### config.mk
export PLATFORM = sky130hd
export DESIGN_NAME = encoder_input_filter_flat
export DESIGN_NICKNAME = d
export VERILOG_FILES = /design/src/rtl/encoder_pkg.sv /design/src/rtl/encoder_input_filter_if.sv /design/src/rtl/input_glitch_filter.sv /design/src/rtl/encoder_input_filter.sv /design/src/flat_wrapper.sv
export SDC_FILE = /design/constraint.sdc
export NUM_CORES = 1
export LEC_CHECK = 0
export ABC_CLOCK_PERIOD_IN_PS = 2600
export CORE_MARGIN = 8
export CORE_UTILIZATION = 53
export DETAILED_ROUTE_END_ITERATION = 10
export PLACE_DENSITY = 0.79
export REMOVE_ABC_BUFFERS = 1
export SLEW_MARGIN = 20
export SYNTH_ARGS = -nofsm -noshare
export SYNTH_HDL_FRONTEND = slang
export SYNTH_HIERARCHICAL = 1
export SYNTH_SLANG_ARGS = --single-unit
### constraint.sdc
create_clock -name clk -period 2.6 [get_ports clk]
set_input_delay 0.39 -clock clk [delete_from_list [all_inputs] [get_ports clk]]
set_output_delay 0.39 -clock clk [all_outputs]
set_load 0.05 [all_outputs]
### src/rtl/encoder_pkg.sv
// Shared encoder definitions: pin bit positions and the conditioning-stage state type.
package encoder_pkg;

    localparam int unsigned ENC_W = 3;
    localparam int unsigned ENC_Z = 2;
    localparam int unsigned ENC_A = 1;
    localparam int unsigned ENC_B = 0;

    typedef enum logic [0:0] {
        PRIME,
        RUN
    } enc_state_e;

endpackage

### src/rtl/encoder_input_filter_if.sv
// Encoder pin/bus bundle between the raw pin source and the conditioning stage.
interface encoder_input_filter_if #(
    parameter int unsigned ERR_W = 16
);
    import encoder_pkg::*;

    logic [ENC_W-1:0] enc_raw;
    logic [ENC_W-1:0] enc;
    logic             enc_chg;
    logic             err;
    logic [ERR_W-1:0] err_count;

    modport master (
        output enc_raw,
        input  enc,
        input  enc_chg,
        input  err,
        input  err_count
    );

    modport slave (
        input  enc_raw,
        output enc,
        output enc_chg,
        output err,
        output err_count
    );

endinterface

### src/rtl/input_glitch_filter.sv
// One encoder channel: synchroniser chain, stability counter and filtered bit.
// With en_i low the filtered bit tracks the synchronised value directly.
module input_glitch_filter #(
    parameter int unsigned SYNC_STAGES = 2,
    parameter int unsigned FILT_CYCLES = 2
) (
    input  logic clk,
    input  logic rst,
    input  logic raw_i,
    input  logic en_i,
    output logic filt_o,
    output logic upd_o
);

    localparam int unsigned CNT_W = $clog2(FILT_CYCLES + 1);
    // Count value from which the next differing cycle would reach FILT_CYCLES.
    localparam logic [CNT_W-1:0] CNT_LAST = CNT_W'(FILT_CYCLES - 1);

    logic [SYNC_STAGES-1:0] sync_q, sync_d;
    logic [CNT_W-1:0]       cnt_q, cnt_d;
    logic                   filt_q, filt_d;
    logic                   s;

    // Last chain stage is the synchronised value.
    assign s = sync_q[SYNC_STAGES-1];

    // Shift the raw pin into the chain; bit 0 is the first stage.
    always_comb begin
        sync_d = {sync_q[SYNC_STAGES-2:0], raw_i};
    end

    // Stability filter: accept s once it has differed for FILT_CYCLES cycles.
    always_comb begin
        cnt_d  = '0;
        filt_d = filt_q;
        upd_o  = 1'b0;
        if (!en_i) begin
            filt_d = s;
        end else if (s != filt_q) begin
            if (cnt_q == CNT_LAST) begin
                filt_d = s;
                upd_o  = 1'b1;
            end else begin
                cnt_d = cnt_q + 1'b1;
            end
        end
    end

    // Channel state registers.
    always_ff @(posedge clk) begin
        if (rst) begin
            sync_q <= '0;
            cnt_q  <= '0;
            filt_q <= 1'b0;
        end else begin
            sync_q <= sync_d;
            cnt_q  <= cnt_d;
            filt_q <= filt_d;
        end
    end

    assign filt_o = filt_q;

endmodule

### src/rtl/encoder_input_filter.sv
// Encoder input conditioning: three filtered channels, priming FSM, change/error
// strobes and a saturating count of illegal A/B transitions.
module encoder_input_filter
    import encoder_pkg::*;
#(
    parameter int unsigned SYNC_STAGES = 2,
    parameter int unsigned FILT_CYCLES = 2,
    parameter int unsigned ERR_W       = 16
) (
    input logic                   clk,
    input logic                   rst,
    encoder_input_filter_if.slave bus
);

    localparam int unsigned PRIME_W = $clog2(SYNC_STAGES + FILT_CYCLES + 1);
    localparam logic [PRIME_W-1:0] PRIME_LOAD = PRIME_W'(SYNC_STAGES + FILT_CYCLES);
    localparam logic [PRIME_W-1:0] PRIME_ONE  = PRIME_W'(1);

    enc_state_e         state_q, state_d;
    logic [PRIME_W-1:0] prime_q, prime_d;
    logic [ENC_W-1:0]   filt;
    logic [ENC_W-1:0]   upd;
    logic               run;
    logic               enc_chg_q, enc_chg_d;
    logic               err_q, err_d;
    logic [ERR_W-1:0]   err_count_q, err_count_d;

    assign run = (state_q == RUN);

    for (genvar i = 0; i < ENC_W; i++) begin : g_chan
        input_glitch_filter #(
            .SYNC_STAGES(SYNC_STAGES),
            .FILT_CYCLES(FILT_CYCLES)
        ) u_filt (
            .clk   (clk),
            .rst   (rst),
            .raw_i (bus.enc_raw[i]),
            .en_i  (run),
            .filt_o(filt[i]),
            .upd_o (upd[i])
        );
    end

    // Priming FSM: stay in PRIME until the sync chains and filters hold real data.
    always_comb begin
        state_d = state_q;
        prime_d = prime_q;
        unique case (state_q)
            PRIME: begin
                if (prime_q != '0) begin
                    prime_d = prime_q - 1'b1;
                end
                if (prime_q <= PRIME_ONE) begin
                    state_d = RUN;
                end
            end
            default: ;
        endcase
    end

    // Strobes and error count; upd is already suppressed outside RUN.
    always_comb begin
        enc_chg_d   = |upd;
        err_d       = upd[ENC_A] & upd[ENC_B];
        err_count_d = err_count_q;
        if (err_d && (err_count_q != '1)) begin
            err_count_d = err_count_q + 1'b1;
        end
    end

    // State, strobe and counter registers.
    always_ff @(posedge clk) begin
        if (rst) begin
            state_q     <= PRIME;
            prime_q     <= PRIME_LOAD;
            enc_chg_q   <= 1'b0;
            err_q       <= 1'b0;
            err_count_q <= '0;
        end else begin
            state_q     <= state_d;
            prime_q     <= prime_d;
            enc_chg_q   <= enc_chg_d;
            err_q       <= err_d;
            err_count_q <= err_count_d;
        end
    end

    assign bus.enc       = filt;
    assign bus.enc_chg   = enc_chg_q;
    assign bus.err       = err_q;
    assign bus.err_count = err_count_q;

endmodule

### src/flat_wrapper.sv
// flat-port wrapper written by rule: the top's interface ports become plain ports
module encoder_input_filter_flat import encoder_pkg::*;
#(
    parameter int unsigned SYNC_STAGES = 2,
    parameter int unsigned FILT_CYCLES = 2,
    parameter int unsigned ERR_W       = 16
)
  (clk, rst, bus_enc_raw, bus_enc, bus_enc_chg, bus_err, bus_err_count);
  encoder_input_filter_if #(.ERR_W(ERR_W)) bus_i ();
  input logic clk;
  input logic rst;
  input wire logic [$bits(bus_i.enc_raw)-1:0] bus_enc_raw;
  output wire logic [$bits(bus_i.enc)-1:0] bus_enc;
  output wire logic [$bits(bus_i.enc_chg)-1:0] bus_enc_chg;
  output wire logic [$bits(bus_i.err)-1:0] bus_err;
  output wire logic [$bits(bus_i.err_count)-1:0] bus_err_count;
  assign bus_i.enc_raw = bus_enc_raw;
  assign bus_enc = bus_i.enc;
  assign bus_enc_chg = bus_i.enc_chg;
  assign bus_err = bus_i.err;
  assign bus_err_count = bus_i.err_count;
  encoder_input_filter #(.SYNC_STAGES(SYNC_STAGES), .FILT_CYCLES(FILT_CYCLES), .ERR_W(ERR_W)) u_core (.clk(clk), .rst(rst), .bus(bus_i));
endmodule
==> impl_metrics.yaml <==
placed_design:
  placed_area_um2: 2010
  hpwl_mm: 2.61
  post-place-cells: 246
  place_congestion: 0.795
  port-buffer-count: 25
routing:
  drc_errors: 0
  drt_first_pass_iters: 4
  via_count: 1395
  wire_per_inst_um: 14.0
  routed_via_density: 5.51
  final_antenna_net_count: 0
  drtIter0Drc: 103
  drt_wl_total_mm: 3.53
sta:
  setup_violations: 0
  fmax_mhz: 467
  skew_ns: 0.00174
  fin_crit_ns: 2.14
  finalSetupTns_ns: 0
  rsz0062_at_grt: "no"
  tightest_slew_ns: 0.511
  fin_crit_sh_pct: 82.3
  hold_viol_final: 0
  max_slew_margin_pct: 65.8
  slew_violations: 0
floorplanning:
  floorplan.initialDensity_pct: 55.8
  die_height_um: 72.9
  die_area_um2: 5320
  ioPinCount: 26
  fp.coreArea_um2: 3080
  die_w_um: 72.9
  num_rows: 20
setup_path:
  setup.worst_path.end_class: "flop"
  cp-start-kind: "flop"
  critPathSlowestCell: "dfxtp_1"
  setup.worst_path.start: "u_core/run"
  cp.required_ns: 2.83
  crit_path_cell_trace: "nand2_1 > nor2_1 > and4_1 > nand3_2 > nor4_1 > mux2_2"
  slowest_delay_ns: 0.58
  path_class: "flop to flop"
  cp_max_fo: 15
  reg2reg_from: "u_core/run"
  worstPathArrival_ns: 2.37
logic_synthesis:
  synth_ff_type: "dfxtp_1"
  synth_top_area_share_pct: 43.1
  synth_cells: 179
  synth.avg_cell_area_um2: 9.59
  synth.largest_area_cell: "dfxtp_1"
  netlist_top_cells_area: "dfxtp_1 (43%), ha_1 (5.1%), a21oi_1 (3.8%)"
  synth_area_um2: 1720
  synth-edff-count: 0
  synth_seq_area_share_pct: 43.1
  synth_cell_types: 40
  yosys_warnings: 6
  synthArstFlopShare_pct: 0
  ys_ff_latch: 37
finish:
  final_area_um2: 2080
  antenna_cells: 0
  finalNonFillerCells: 253
  area_growth_pct: 21.4
  layout-drive-gt1-share_pct: 9.09
  fin_nets: 221
pwr:
  intPower_mw: 0.902
  combinationalPowerShare_pct: 17.1
  p_sw_mw: 0.327
  p_leak_nw: 0.757
  cellPowerDensity_nw_per_um2: 590
  sequentialPowerShare_pct: 52.5
  peakVddDrop_uv: 423
  clkPwrFrac_pct: 30.4
  netSwitchingFraction_pct: 26.6
grt:
  antenna_found_initial: 0
  grt_pass1_wl_mm: 6.07
  grt_pass1_vias: 1354
  grt_max_degree: 43
  grt.overflow.total: 0
  grt_usage_pct: 14.3
clocking:
  cts_setup_buffers: 0
  cts_max_path_buffers: 2
  cts_tree: "done"
  cts_made_buffers: 5
  cts_sinks: 37
  cts_root_buf: "clkbuf_4"
  postCtsHoldBufs: 0
  h-tree-depth: 2
  clk_pin_slew_ns: 0.10
  insertion_delay_ns: 0.33
  cts-resized-gates: 0
outcome:
  status: "complete, no violations"
worst_hold_path:
  min-delay-start: "u_core/g_chan[1].u_filt/sync_q[0]"
  hold_class: "flop to flop"
job:
  max-cap-violations: 0
## worst max-delay path, delay by kind of cell (launching register included)
kind	cells	cell delay [ns]
flip-flops	1	0.58
AND/OR/NAND/NOR	5	1.08
multiplexers	1	0.38
## logic make-up after synthesis
| kind of cell | synth area share [%] |
|---|---|
| AO/OA/AOI/OAI | 12.9 |
| multiplexers | 1.89 |
| XOR/XNOR | 2.55 |
| flip-flops | 43.1 |
| buffers and inverters | 3.72 |
| adder cells (fa/ha/maj) | 5.10 |
| AND/OR/NAND/NOR | 30.7 |
## power groups by stage
| stage | Sequential [mW] | Clock, mW | Combinational [mW] |
|---|---|---|---|
| 6_report | 0.645 | 0.374 | 0.210 |
| 5_1_grt | 0.653 | 0.408 | 0.242 |
| 4_1_cts | 0.646 | 0.387 | 0.214 |
| 3_5_place_dp | 0.659 | 0 | 0.212 |
| 3_3_place_gp | 0.653 | 0 | 0.202 |
| 2_1_floorplan | 0.657 | 0 | 0.154 |
## synth_stat cells, types with 2 or more instances
library cell / number
and4_1: 2
xnor2_1: 4
nor2b_1: 9
o21ai_0: 5
a211oi_1: 2
clkbuf_1: 2
nor3_1: 2
or3_1: 5
a31o_1: 3
nor2_1: 14
dfxtp_1: 37
nand2_1: 11
mux2_2: 2
inv_1: 12
ha_1: 7
nor4_1: 8
nor4bb_1: 3
nand3_2: 2
a21oi_1: 13
or2b_1: 6
nand3_1: 2
nand4_2: 2
o31ai_1: 5
or4_1: 5
## worst paths after layout
kind         slack, ns                           endpoint  cells past startpoint
min reg2reg       0.46  u_core/g_chan[1].u_filt/sync_q[1]                      1
max               0.46           u_core/bus.err_count[15]                      6
max reg2reg       0.46           u_core/bus.err_count[15]                      6
min               0.46  u_core/g_chan[1].u_filt/sync_q[1]                      1
## per-layer routing
| metal | global-route usage, % | share of wire (%) | wire [µm] |
|---|---|---|---|
| met5 | 0 | 0 | 0 |
| met4 | 6.67 | 0.96 | 34 |
| met3 | 4.95 | 7.4 | 262 |
| met2 | 23.0 | 49 | 1740 |
| met1 | 16.4 | 42 | 1490 |
## state kept, by name, summed over array words and instances (netlist names)
register	cells
u_core/g_chan.u_filt/sync_q	6
u_core/prime_q	3
u_core/run	1
u_core/g_chan.u_filt/cnt_q	6
u_core/g_chan.u_filt/filt_o	3
u_core/bus.err_count	16
u_core/bus.enc_chg	1
u_core/bus.err	1
## metrics by stage
stage                     util, %  power [mW]  worst slack [ns]  hold WS (ns)
after global routing         67.7        1.30             0.231         0.466
after global placement       65.3       0.855             0.628         0.421
after detailed placement     65.3       0.871             0.484         0.441
final                        67.7        1.23             0.461         0.459
after floorplan                 -       0.811             0.437         0.414
after CTS                    67.7        1.25             0.469         0.464
## layout make-up
class	instances	area, µm²
fillers	259	995
multi-input cells	127	912
flip-flops and latches	37	741
repair buffers	26	258
well taps	44	55.1
inverters	12	45.0
clock buffers	5	37.5
clock inverters	2	35.0
## layout by cell type, fill, tap and decap left out, types with 6 or more instances in the layout
cell	count
a21oi_1	13
clkdlybuf4s50_1	25
dfxtp_1	37
ha_1	7
inv_1	12
nand2_1	11
nor2_1	14
nor2b_1	9
nor4_1	8
or2b_1	6
No activity file was read; power rests on OpenSTA's default activity.
